--- src/rtl/vedic_pkg.sv ---
// Shared definitions for the vedic serial-transmit slice: the FSM state
// type and the default product width.
// Build option: PISO_PARITY_EN adds the PARITY state.
package vedic_pkg;

    localparam int unsigned VEDIC_PROD_W = 8;

`ifdef PISO_PARITY_EN
    typedef enum logic [1:0] {
        ST_IDLE   = 2'd0,
        ST_SHIFT  = 2'd1,
        ST_PARITY = 2'd2,
        ST_DONE   = 2'd3
    } piso_state_t;
`else
    typedef enum logic [1:0] {
        ST_IDLE   = 2'd0,
        ST_SHIFT  = 2'd1,
        ST_DONE   = 2'd3
    } piso_state_t;
`endif

endpackage

--- src/rtl/vedic_piso_tx_if.sv ---
// Load handshake and serial output bundle of vedic_piso_tx.
// master: the word producer / serial observer; slave: the transmitter.
interface vedic_piso_tx_if #(
    parameter int unsigned W = vedic_pkg::VEDIC_PROD_W
);
    logic         load_valid;
    logic [W-1:0] load_data;
    logic         load_ready;
    logic         sdo;
    logic         sframe;
    logic         sdone;

    modport master (
        output load_valid, load_data,
        input  load_ready, sdo, sframe, sdone
    );

    modport slave (
        input  load_valid, load_data,
        output load_ready, sdo, sframe, sdone
    );
endinterface

--- src/rtl/vedic_shreg.sv ---
// W-bit load / shift-left register with asynchronous clear.
// Load has priority over shift; zeros enter at the LSB.
module vedic_shreg #(
    parameter int unsigned W = 8
) (
    input  logic         clk,
    input  logic         clr,
    input  logic         load,
    input  logic         shift,
    input  logic [W-1:0] d,
    output logic [W-1:0] q
);

    // Capture a fresh word or move every bit one place toward the MSB.
    always_ff @(posedge clk or posedge clr) begin
        if (clr)
            q <= '0;
        else if (load)
            q <= d;
        else if (shift)
            q <= {q[W-2:0], 1'b0};
    end

endmodule

--- src/rtl/vedic_piso_tx.sv ---
// Parallel-in serial-out transmitter for a product word, MSB first.
// A word is framed for W cycles (W+1 with the optional even-parity bit),
// followed by a one-cycle sdone pulse.
// Build option: define PISO_PARITY_EN to append the parity bit.
module vedic_piso_tx
    import vedic_pkg::*;
#(
    parameter int unsigned W = VEDIC_PROD_W
) (
    input  logic          CP,
    input  logic          RST,
    vedic_piso_tx_if.slave bus
);

    localparam int unsigned   CW   = $clog2(W) + 1;
    localparam logic [CW-1:0] LAST = CW'(W - 1);

    piso_state_t   state;
    piso_state_t   state_nxt;
    logic [CW-1:0] cnt;
    logic [W-1:0]  sh_q;
    logic          accept;
    logic          in_shift;

    assign accept   = bus.load_valid && (state == ST_IDLE);
    assign in_shift = (state == ST_SHIFT);

    vedic_shreg #(.W(W)) u_shreg (
        .clk   (CP),
        .clr   (RST),
        .load  (accept),
        .shift (in_shift),
        .d     (bus.load_data),
        .q     (sh_q)
    );

`ifdef PISO_PARITY_EN
    logic par_q;

    // Even parity is taken from the word as captured, since the shift
    // register no longer holds it by the time the parity bit goes out.
    always_ff @(posedge CP or posedge RST) begin
        if (RST)
            par_q <= 1'b0;
        else if (accept)
            par_q <= ^bus.load_data;
    end
`endif

    // State register.
    always_ff @(posedge CP or posedge RST) begin
        if (RST)
            state <= ST_IDLE;
        else
            state <= state_nxt;
    end

    // Bit counter: cleared on accept, counts SHIFT cycles.
    always_ff @(posedge CP or posedge RST) begin
        if (RST)
            cnt <= '0;
        else if (accept)
            cnt <= '0;
        else if (in_shift)
            cnt <= cnt + CW'(1);
    end

    // Next-state decode.
    always_comb begin
        state_nxt = state;
        case (state)
            ST_IDLE:   if (bus.load_valid) state_nxt = ST_SHIFT;
            ST_SHIFT: begin
                if (cnt == LAST) begin
`ifdef PISO_PARITY_EN
                    state_nxt = ST_PARITY;
`else
                    state_nxt = ST_DONE;
`endif
                end
            end
`ifdef PISO_PARITY_EN
            ST_PARITY: state_nxt = ST_DONE;
`endif
            ST_DONE:   state_nxt = ST_IDLE;
            default:   state_nxt = ST_IDLE;
        endcase
    end

    // Outputs decoded from state so reset forces them without a clock edge.
    always_comb begin
        bus.load_ready = (state == ST_IDLE);
        bus.sdone      = (state == ST_DONE);
        bus.sframe     = in_shift;
        bus.sdo        = in_shift ? sh_q[W-1] : 1'b0;
`ifdef PISO_PARITY_EN
        if (state == ST_PARITY) begin
            bus.sframe = 1'b1;
            bus.sdo    = par_q;
        end
`endif
    end

endmodule

--- src/flat_wrapper.sv ---
// flat-port wrapper written by rule: the top's interface ports become plain ports
module vedic_piso_tx_flat import vedic_pkg::*;
#(
    parameter int unsigned W = VEDIC_PROD_W
)
  (CP, RST, bus_load_valid, bus_load_data, bus_load_ready, bus_sdo, bus_sframe, bus_sdone);
  vedic_piso_tx_if #(.W(W)) bus_i ();
  input  logic CP;
  input  logic RST;
  input wire logic [$bits(bus_i.load_valid)-1:0] bus_load_valid;
  input wire logic [$bits(bus_i.load_data)-1:0] bus_load_data;
  output wire logic [$bits(bus_i.load_ready)-1:0] bus_load_ready;
  output wire logic [$bits(bus_i.sdo)-1:0] bus_sdo;
  output wire logic [$bits(bus_i.sframe)-1:0] bus_sframe;
  output wire logic [$bits(bus_i.sdone)-1:0] bus_sdone;
  assign bus_i.load_valid = bus_load_valid;
  assign bus_i.load_data = bus_load_data;
  assign bus_load_ready = bus_i.load_ready;
  assign bus_sdo = bus_i.sdo;
  assign bus_sframe = bus_i.sframe;
  assign bus_sdone = bus_i.sdone;
  vedic_piso_tx #(.W(W)) u_core (.CP(CP), .RST(RST), .bus(bus_i));
endmodule
--- config.mk ---
export PLATFORM = sky130hd
export DESIGN_NAME = vedic_piso_tx_flat
export DESIGN_NICKNAME = d
export VERILOG_FILES = /design/src/rtl/vedic_pkg.sv /design/src/rtl/vedic_piso_tx_if.sv /design/src/rtl/vedic_shreg.sv /design/src/rtl/vedic_piso_tx.sv /design/src/flat_wrapper.sv
export SDC_FILE = /design/constraint.sdc
export NUM_CORES = 1
export LEC_CHECK = 0
export CORE_UTILIZATION = 50
export DETAILED_ROUTE_END_ITERATION = 10
export HOLD_SLACK_MARGIN = 0.02
export MAX_ROUTING_LAYER = met4
export PLACE_DENSITY = 0.86
export SYNTH_ARGS = -nofsm -noshare
export SYNTH_HDL_FRONTEND = slang
export SYNTH_HIERARCHICAL = 1
export SYNTH_SLANG_ARGS = --single-unit
--- constraint.sdc ---
create_clock -name CP -period 2.2 [get_ports CP]
set_input_delay 0.44 -clock CP [delete_from_list [all_inputs] [get_ports CP]]
set_output_delay 0.44 -clock CP [all_outputs]
set_load 0.02 [all_outputs]
==> summary.txt, run 1 <==
status -> completed
synthesized cell area -> 660.6 um2
Net Sw Frac -> 34.49%
Post-Syn Nets -> 73
mean post-synth cell area -> 10.83 um2
crit path from -> u_core/state[1]$_DFFE_PP0P_
via count of the first global-routing pass -> 487
worst skew pair latency -> 0.27 ns
register area share after synthesis -> 53.03%
crit path cell chain -> and2b_4 > clkdlybuf4s50_1
HP Class -> input port to async pin
gate count after technology mapping -> 61
Ys Warns -> 6
Max Cap Viol -> 0
pwr dens -> 1239 nW/um2
Critical Path End Type -> output pin
die width -> 38.35 um
IO Port Bufs -> 14
Netlist cell types -> 21
slowest stage delay, CP -> 0.60 ns
dpl hpwl -> 851.4 um
Tmin final -> 2.007 ns
Final setup viols -> 0
Final ANT Viol Nets -> 0
Placed Cells -> 88
total CTS buffers -> 3
clock power share -> 16.8%
Global Route Usage Sum -> 21.13%
DRC -> 0
Die ar. -> 1471 um2
Initial Util -> 56.41%
CTS Buffer Depth -> 2
RSZ-0062 raised after global routing -> false
maximum VDD drop -> 819.3 uV
Combinational Power Share -> 42.8%
crit path max-delay cell type -> clkdlybuf4s50_1
RR Startpoint -> u_core/state[0]$_DFFE_PP0P_
Core Area -> 1171 um2
sequential power share -> 40.3%
fin cells -> 94
Die Y -> 38.35 um
Worst Max-Slew Pin Slew -> 0.3416 ns
TritonCTS clock tree -> yes
fmax -> 498.2 MHz
register bit count reported by yosys -> 14
internal power -> 695.5 uW
CP Max Fanout -> 5
post-cts hold buffer count -> 0
global placement routability congestion -> 0.8775
ratio of cells with drive above 1 in the final layout -> 13.75%
leakage power -> 0.0004337 uW
initial antenna violation count -> 0
Worst EP required -> 1.76 ns
Design Power -> 1062 uW
Vias/cell -> 5.128
WP data arrival -> 1.57 ns
WL final -> 1192 um
WL per Instance -> 12.68 um
Hold Vio Cnt, Final -> 0
Root Driver -> clkbuf_4
# diodes -> 0
P_sw -> 366.1 uW
Slew Limit Headroom -> 77.18%
worst setup path class -> register to output pin
cell row count -> 12
Fin Clk Skew -> 0.002552 ns
# nets final -> 93
via count -> 482
largest net degree at the start of global routing -> 12
overflow left after global routing -> 0
number of fill cells in the layout -> 80
Worst-path clk slew -> 0.08 ns
Slew Viols, Final -> 0
clk sinks -> 14
drt initial violations -> 6
Fin Setup TNS -> 0 ns
H-Tree Depth -> 1
first-pass GRT wire length -> 1952 um
CP startpoint kind -> register
Tcrit/Tclk final -> 91.24%
Ports -> 15
Layout area overhead -> 29.73%
drt pass-1 iters -> 2
layout by cell type (no fill, tap or decap):
cell             count
dfrtp_1             14
clkdlybuf4s50_1     13
nand2_1             10
o21ai_1              9
mux2i_1              7
clkbuf_4             3
and2_1               3
buf_4                3
inv_1                2
clkbuf_8             1
dlymetal6s2s_1       1
and2b_4              1
o21bai_1             1
a22o_1               1
nor3b_1              1
inv_2                1
nand3_1              1
a41oi_1              1
a31oi_1              1
nor2_1               1
nor3b_2              1
mux2_2               1
ha_1                 1
nand2b_1             1
o21ai_0              1
critical path, delay by kind of cell (launching register included):
family | cells | cell delay [ns]
buf+inv | 1 | 0.60
flops | 1 | 0.41
simple gates | 1 | 0.28
area by class of cell:
type	instances	area, um2	share of cell area (%)
flip-flops and latches	14	350.3	40.88
multi-input cells	42	276.5	32.26
repair buffers	17	165.2	19.27
clock buffers	4	36.28	4.234
well taps	14	17.52	2.044
inverters	3	11.26	1.314
cells in the mapped netlist (all sizes together):
| cell | number | share of area, % |
|---|---|---|
| a22o | 1 | 1.3 |
| a31oi | 1 | 0.95 |
| a41oi | 1 | 1.3 |
| and2 | 3 | 2.8 |
| and2b | 1 | 1.5 |
| buf | 2 | 3.4 |
| dfrtp | 14 | 53 |
| ha | 1 | 1.9 |
| inv | 3 | 1.7 |
| mux2 | 1 | 1.7 |
| mux2i | 7 | 11 |
| nand2 | 10 | 5.7 |
| nand2b | 1 | 0.95 |
| nand3 | 1 | 0.76 |
| nor2 | 1 | 0.57 |
| nor3b | 2 | 3.0 |
| o21ai | 10 | 7.6 |
| o21bai | 1 | 1.1 |
layer usage:
layer / routed length (um) / track usage (%)
met1: 544 / 24.12
met2: 592 / 34.75
met3: 35 / 3.488
met4: 19 / 12.93
met5: 0 / -
sequential cells by signal, summed over array words and instances, names as in the netlist:
register          cells
u_core/cnt            4
u_core/state          2
u_core/u_shreg/q      8
logic make-up (layout without fill, tap and decap cells):
| family | Yosys count | count (layout) | share of synthesized area [%] |
|---|---|---|---|
| compound gates | 14 | 14 | 12.31 |
| mux | 8 | 8 | 12.31 |
| buf+inv | 5 | 24 | 5.113 |
| simple gates | 19 | 19 | 15.34 |
| fa+ha+maj | 1 | 1 | 1.894 |
| flops | 14 | 14 | 53.03 |
per-stage QoR:
stage / instance area, um2 / worst slack (ns) / utilization (%) / hold WS [ns]
2_1_floorplan: 660.6 / 0.8093 / - / 0.2310
3_3_place_gp: 803.3 / 0.2543 / 68.59 / 0.4592
3_5_place_dp: 803.3 / 0.2366 / 68.59 / 0.4687
4_1_cts: 854.6 / 0.06958 / 72.97 / 0.4001
5_1_grt: 857.1 / 0.1345 / 73.18 / 0.4573
6_report: 857.1 / 0.1927 / 73.18 / 0.4097
power groups by stage:
stage                     Clock (uW)  Sequential [uW]  Combinational [uW]
after detailed placement           0              431                 425
after CTS                        185              426                 455
after global routing             197              442                 496
after global placement             0              426                 421
final                            179              428                 455
after floorplan                    0              416                 333
final timing paths:
check / end / slack (ns) / depth (start not counted)
setup reg to reg: u_core/u_shreg/q[3]$_DFFE_PP0P_ / 0.90 / 5
hold reg to reg: u_core/state[1]$_DFFE_PP0P_ / 0.49 / 1
max in group asynchronous: u_core/u_shreg/q[0]$_DFFE_PP0P_ / 1.53 / 2
hold / removal: u_core/cnt[2]$_DFFE_PP0P_ / 0.41 / 2
min in group CP: u_core/state[1]$_DFFE_PP0P_ / 0.49 / 1
setup / recovery: bus_sframe / 0.19 / 2
repair_timing:
action / 4_1_cts / 5_1_grt
setup endpoints to repair: 1 / 1
gates resized for setup: 0 / 1
gates cloned: 0 / 0
buffers inserted: 2 / 0
No activity file was read; power rests on OpenSTA's default activity.
==> run 2, diff against run 1 <==
Settings changed: SLEW_MARGIN set to 25.
==> results of run 2 <==
Same layout as run 1: the final DEF is identical, and so are final timing and power.
==> run 3, diff against run 2 <==
Settings changed: CORE_AREA set to 2 2 39 41, CORE_UTILIZATION 50 to unset, DIE_AREA set to 0 0 41 43, PLACE_DENSITY 0.86 to 0.83, SYNTH_HIERARCHICAL 1 to unset.
==> summary.txt, run 3 <==
TritonCTS clock tree -> yes
drt pass-1 iters -> 4 (+2)
Die ar. -> 1763 um2 (+20%)
fmax -> 501.3 MHz (+0.63%)
largest family of logic cells by synthesized area -> compound AO/OA/AOI/OAI gates
Post-Syn Nets -> 75 (+2.7%)
area leader, netlist -> dfrtp_1
total CTS buffers -> 3 (unchanged)
commonest non-fill, non-tap cell in the layout -> dfrtp_1
status -> completed
initial antenna violation count -> 0 (unchanged)
RSZ-0062 raised after global routing -> false
R2R Setup Slk -> 0.95 ns (+0.05 ns)
Hold WS -> 0.4677 ns (+0.05807 ns)
worst skew pair latency -> 0.28 ns (about the same)
Worst Max-Slew Pin Slew -> 0.5216 ns (+0.1800 ns)
global placement routability congestion -> 0.7218 (-18%)
Slew Limit Headroom -> 65.19% (-12 points)
# diodes -> 0 (unchanged)
drt initial violations -> 6 (unchanged)
Final ANT Viol Nets -> 0 (unchanged)
ratio of cells with drive above 1 in the final layout -> 11.11% (-2.6 points)
number of flops mapped to enable cells by yosys -> 0 (unchanged)
Design Power -> 1059 uW (-0.21%)
post-synthesis compound-gate area fraction -> 22.16% (+9.8 points)
overflow left after global routing -> 0 (unchanged)
Ys Warns -> 0 (-6)
Final setup viols -> 0 (unchanged)
WL final -> 1256 um (+5.4%)
commonest non-fill, non-tap cells in the layout -> 14 x dfrtp_1, 13 x clkdlybuf4s50_1, 10 x nand2_1, 8 x o21ai_0, 7 x a22oi_1
synthesized cell area -> 638.1 um2 (-3.4%)
IO Port Bufs -> 14 (unchanged)
Async S/R FF share, synth -> 100.0% (unchanged)
postcts setup bufs -> 0 (-2)
via count of the first global-routing pass -> 550 (+13%)
WL per Instance -> 12.95 um (+2.1%)
Core Area -> 1384 um2 (+18%)
maximum VDD drop -> 572.8 uV (-30%)
post-CTS sizing -> 0 (unchanged)
worst setup path class -> register to output pin
Worst EP required -> 1.76 ns (about the same)
fin cells -> 97 (+3.2%)
top flop regs -> u_core.u_shreg.q (8), u_core.cnt (4), u_core.state (2)
Max Cap Viol -> 0 (unchanged)
Main synth FF type -> dfrtp_1
Tmin final -> 1.995 ns (-0.01248 ns)
fin util -> 61.12% (-12 points)
Largest Register -> u_core.u_shreg.q
Worst-path clk slew -> 0.09 ns (about the same)
Ports -> 15 (unchanged)
register bit count reported by yosys -> 14 (unchanged)
crit path max-delay cell type -> clkdlybuf4s50_1
gate count after technology mapping -> 63 (+3.3%)
first-pass GRT wire length -> 2125 um (+8.9%)
simple-gate share of the synthesized area -> 13.53% (-1.8 points)
Post-synth top cells -> 14 x dfrtp_1, 10 x nand2_1, 8 x o21ai_0
Post-Synth Adder-Cell Area -> 1.961% (+0.067 points)
share of the synthesized area in the top cell type -> 54.90% (+1.9 points)
leakage power -> 0.0003900 uW (-10%)
CP startpoint kind -> register
Netlist cell types -> 18 (-14%)
dpl hpwl -> 912.4 um (+7.2%)
crit path cell chain -> and2b_1 > clkdlybuf4s50_1
hold path startpoint -> u_core.cnt[3]$_DFFE_PP0P_
Tcrit/Tclk final -> 90.67% (-0.57 points)
RR Startpoint -> u_core.state[0]$_DFFE_PP0P_
largest cells by area after synthesis -> dfrtp_1 55%, a22oi_1 8.2%, o21ai_0 6.3%
cell row count -> 14 (+2)
# nets final -> 94 (+1.1%)
WP data arrival -> 1.55 ns (-0.02 ns)
Vias/cell -> 5.330 (+3.9%)
Post-Synth XOR/XNOR Area -> 0% (unchanged)
Die Y -> 43 um (+12%)
die width -> 41 um (+6.9%)
CTS Buffer Depth -> 2 (unchanged)
HP Class -> register to register
clk sinks -> 14 (unchanged)
H-Tree Depth -> 1 (unchanged)
post-synthesis mux area share -> 3.529% (-8.8 points)
Layout area overhead -> 32.55%
number of flip-flops in the largest register -> 8 (unchanged)
mean post-synth cell area -> 10.13 um2 (-6.5%)
slowest stage delay, CP -> 0.63 ns (+0.03 ns)
pwr dens -> 1252 nW/um2 (+1.1%)
Slew Viols, Final -> 0 (unchanged)
Root Driver -> clkbuf_4
register area share after synthesis -> 54.90% (+1.9 points)
DRC -> 0 (unchanged)
Initial Util -> 46.11% (-10 points)
via count -> 517 (+7.3%)
Hold Vio Cnt, Final -> 0 (unchanged)
Fin Clk Skew -> 0.001378 ns (-0.001173 ns)
top-count cell post-synth -> dfrtp_1
Fin Setup TNS -> 0 ns (unchanged)
post-cts hold buffer count -> 0 (unchanged)
Global Route Usage Sum -> 18.01% (-3.1 points)
crit path from -> u_core.state[1]$_DFFE_PP0P_
largest net degree at the start of global routing -> 15 (+3)
Critical Path End Type -> output pin
CP Max Fanout -> 6 (+1)
Placed Cells -> 93 (+5.7%)
-- run 3: cell count changes after synthesis, moves of 2 or more --
| cell | previous run | this run |
|---|---|---|
| nor2_1 | 1 | 3 |
| buf_6 | 2 | 0 |
| mux2i_1 | 7 | 0 |
| a22oi_1 | 0 | 7 |
| o21ai_0 | 1 | 8 |
| and2b_1 | 0 | 2 |
| buf_2 | 0 | 2 |
| o21ai_1 | 9 | 0 |
-- run 3: cell families (layout without fill, tap and decap cells) --
family | Yosys count | in the layout
buffers and inverters | 6 | 24
adder cells (fa/ha/maj) | 1 | 1
multiplexers | 2 | 2
AO/OA/AOI/OAI | 21 | 21
AND/OR/NAND/NOR | 19 | 19
flip-flops | 14 | 14
-- run 3: metrics by stage --
step	setup WS [ns]	instance area [um2]
finish	0.2052	845.8
global placement	0.4065	807.0
floorplan	0.7286	638.1
CTS	0.08560	843.3
detailed placement	0.4020	807.0
global route	0.1263	845.8
-- run 3: routing by layer --
layer / share of wire [%] / GRT usage [%] / wire length, um / vias up
met3: 3.1 / 1.571 / 39 / 2
met5: 0 / - / 0 / -
met2: 52 / 27.19 / 657 / 9
li1: - / - / - / 260
met4: 0.96 / 12.00 / 12 / 0
met1: 44 / 21.77 / 547 / 246
-- run 3: path summary, 6_finish.rpt --
path	endpoint	cells past startpoint
max in group asynchronous	u_core.cnt[0]$_DFFE_PP0P_	2
min reg2reg	u_core.state[1]$_DFFE_PP0P_	1
max reg2reg	u_core.u_shreg.q[6]$_DFFE_PP0P_	4
max	bus_sframe	2
min	u_core.state[1]$_DFFE_PP0P_	1
min in group asynchronous	u_core.u_shreg.q[5]$_DFFE_PP0P_	2
-- run 3: critical path, delay by kind of cell (launching register included) --
kind | cells | cell delay [ns]
simple gates | 1 | 0.27
flops | 1 | 0.38
buf+inv | 1 | 0.63
-- run 3: cell type report --
class / count / area [um2]
fillers: 121 / 538.0
flip-flops and latches: 14 / 350.3
multi-input cells: 43 / 262.8
repair buffers: 17 / 165.2
clock buffers: 4 / 36.28
well taps: 16 / 20.02
inverters: 3 / 11.26
-- run 3: power by group --
part | switching, uW | internal, uW
registers | 71.4 | 352
logic | 220 | 229
clock network | 85.6 | 101
total | 377 | 682
==> patch, RTL diff (flow settings as in run 3) <==
The package constant `VEDIC_PROD_W` goes from 8 to 4.
--- a/src/rtl/vedic_pkg.sv
+++ b/src/rtl/vedic_pkg.sv
@@ -5,3 +5,3 @@
 
-    localparam int unsigned VEDIC_PROD_W = 8;
+    localparam int unsigned VEDIC_PROD_W = 4;
 
Interface: changed (resized bus_load_data); port bits go from 15 to 11. No check against the original RTL was run, so the function may have changed too.
==> patch against run 3 <==
Highest routed layer unchanged; combinational power shrank 22%; sequential power shrank 30%; critical path type unchanged; utilization shrank 20 points; hold slack got worse by 0.026 ns; count of clock-buffer cells in the layout stayed put; largest cell class unchanged; die area did not move; routed wire length shrank 34%; synthesized area fell by 33%; critical path depth did not move; sequential cell count down 5; setup slack better by 0.031 ns; total power down 27%; cell area is 33% lower; non-clock buffer count shrank 7.
==> patch: results (changes against run 3) <==
[synthesis]
synthArstFlopShare=1.00  ; unchanged
yosysUniqueCellTypes=17  ; was 18
syn-num-nets=45  ; was 75
synth_area_leaders=dfrtp_1 (52%), ha_1 (5.8%), o221a_2 (5.2%)  ; was dfrtp_1 (55%), a22oi_1 (8.2%), o21ai_0 (6.3%)
syn_area_per_cell_um2=11.9  ; was 10.1 µm²
yosys_warnings=0  ; unchanged
netlist_top_cells_count=dfrtp_1 (9), inv_1 (5), and2_1 (3)  ; was dfrtp_1 (14), nand2_1 (10), o21ai_0 (8), a22oi_1 (7)
yosysSeqAreaShare=0.525  ; was 0.549

[finish]
top_regs=u_core.u_shreg.q: 4 flops, u_core.cnt: 3 flops, u_core.state: 2 flops  ; was u_core.u_shreg.q: 8 flops, u_core.cnt: 4 flops, u_core.state: 2 flops
num-fill-cells=129  ; was 121
drive_above_1_share=0.102  ; was 0.111
n_antenna_cell=0  ; unchanged
nets=59  ; was 94

[clock_tree]
htree_levels=1  ; unchanged
cts_inserted_buffers=3  ; unchanged
worstSkewPairLatency_ns=0.26  ; was 0.28 ns
clock_path_buffers=2  ; unchanged
cts_resized=0  ; unchanged
cts_setup_buffers=0  ; unchanged
clkTransAtPathRegs_ns=0.06  ; was 0.09 ns

[placement]
io_buffer_count=10  ; was 14
gp_congestion=0.761  ; was 0.722
dp_hpwl_um=602  ; was 912 µm

[grt]
grt_pass1_wl_um=1300  ; was 2130 µm
grt_pass1_vias=294  ; was 550
antenna_found_initial=0  ; unchanged
grt_max_degree=10  ; was 15
track_usage=0.121  ; was 0.180

[worst_setup_path]
timing.rr.end=u_core.u_shreg.q[2]  ; was u_core.u_shreg.q[6]
r2r_cells=3  ; was 4
cp_max_fo=9  ; was 6
rr_startpoint=u_core.state[0]  ; unchanged
r2r_slack_ns=0.91  ; was 0.95 ns

[timing]
fin_hold_ws_ns=0.442  ; was 0.468 ns
fin_skew_ns=0.00264  ; was 0.00138 ns
worst_pin_slew_ns=0.342  ; was 0.522 ns

[route]
first_iter_violations=3  ; was 6
vias_per_cell=5.06  ; was 5.33
drt-total-wl_um=827  ; was 1260 µm

[min_path]
hold_path.class=input pin to asynchronous set/reset pin  ; was register to register

[pwr]
max-vdd-ir-drop_mv=0.641  ; was 0.573 mV
leakage_nw=0.267  ; was 0.390 nW

[status]
status=finished, final reports clean  ; unchanged

==> patch: area by class of cell <==
class                           count  share of cell area
Tap cell                           16              0.0352
Sequential cell                     9               0.396
Timing Repair Buffer               10               0.185
Clock buffer                        4              0.0462
Multi-Input combinational cell     21               0.305
Inverter                            5              0.0330
==> patch: worst max-delay path by stage <==
stage	start	end	slack, ns	depth (start not counted)
after floorplan	u_core.state[1]	bus_sdo	0.82	2
after detailed placement	u_core.state[1]	bus_sframe	0.33	3
after global placement	u_core.state[1]	bus_sframe	0.35	3
final	u_core.state[0]	bus_load_ready	0.24	2
after global routing	u_core.state[0]	bus_load_ready	0.16	2
after CTS	u_core.state[1]	bus_sframe	0.05	3
==> patch: cell families (layout without fill, tap and decap cells) <==
logic type	count (synthesis)	count (layout)	synth area share
simple gates	11	11	0.178
buf+inv	6	19	0.0700
fa+ha+maj	2	2	0.0583
mux	1	1	0.0233
compound gates	7	7	0.146
flops	9	9	0.525
==> patch: layer usage <==
layer / wire (µm) / up-vias / global-route usage
li1: - / 156 / -
met1: 387 / 164 / 0.153
met2: 391 / 7 / 0.144
met3: 26 / 2 / 0.0628
met4: 22 / 0 / 0.0800
met5: 0 / - / -
==> patch: metrics by stage <==
stage / instance area [µm²] / instances / setup slack (ns) / utilization / power, mW
CTS: 564 / 65 / 0.0472 / 0.408 / 0.785
finish: 569 / 65 / 0.236 / 0.411 / 0.776
floorplan: 429 / 36 / 0.824 / - / 0.534
global placement: 538 / 61 / 0.354 / 0.389 / 0.643
detailed placement: 538 / 61 / 0.329 / 0.389 / 0.652
global route: 569 / 65 / 0.157 / 0.411 / 0.837
==> patch: worst max-delay path: stages (launching register included) <==
cell and delay (ns):
dfrtp_1 0.47, nor2_1 0.17, clkdlybuf4s50_1 0.63
==> patch: power by group <==
part,leakage [nW],internal [mW],switching [mW]
combinational,0.141,0.181,0.172
clock,0.0150,0.0698,0.0560
sequential,0.111,0.240,0.0580
total,0.267,0.490,0.286
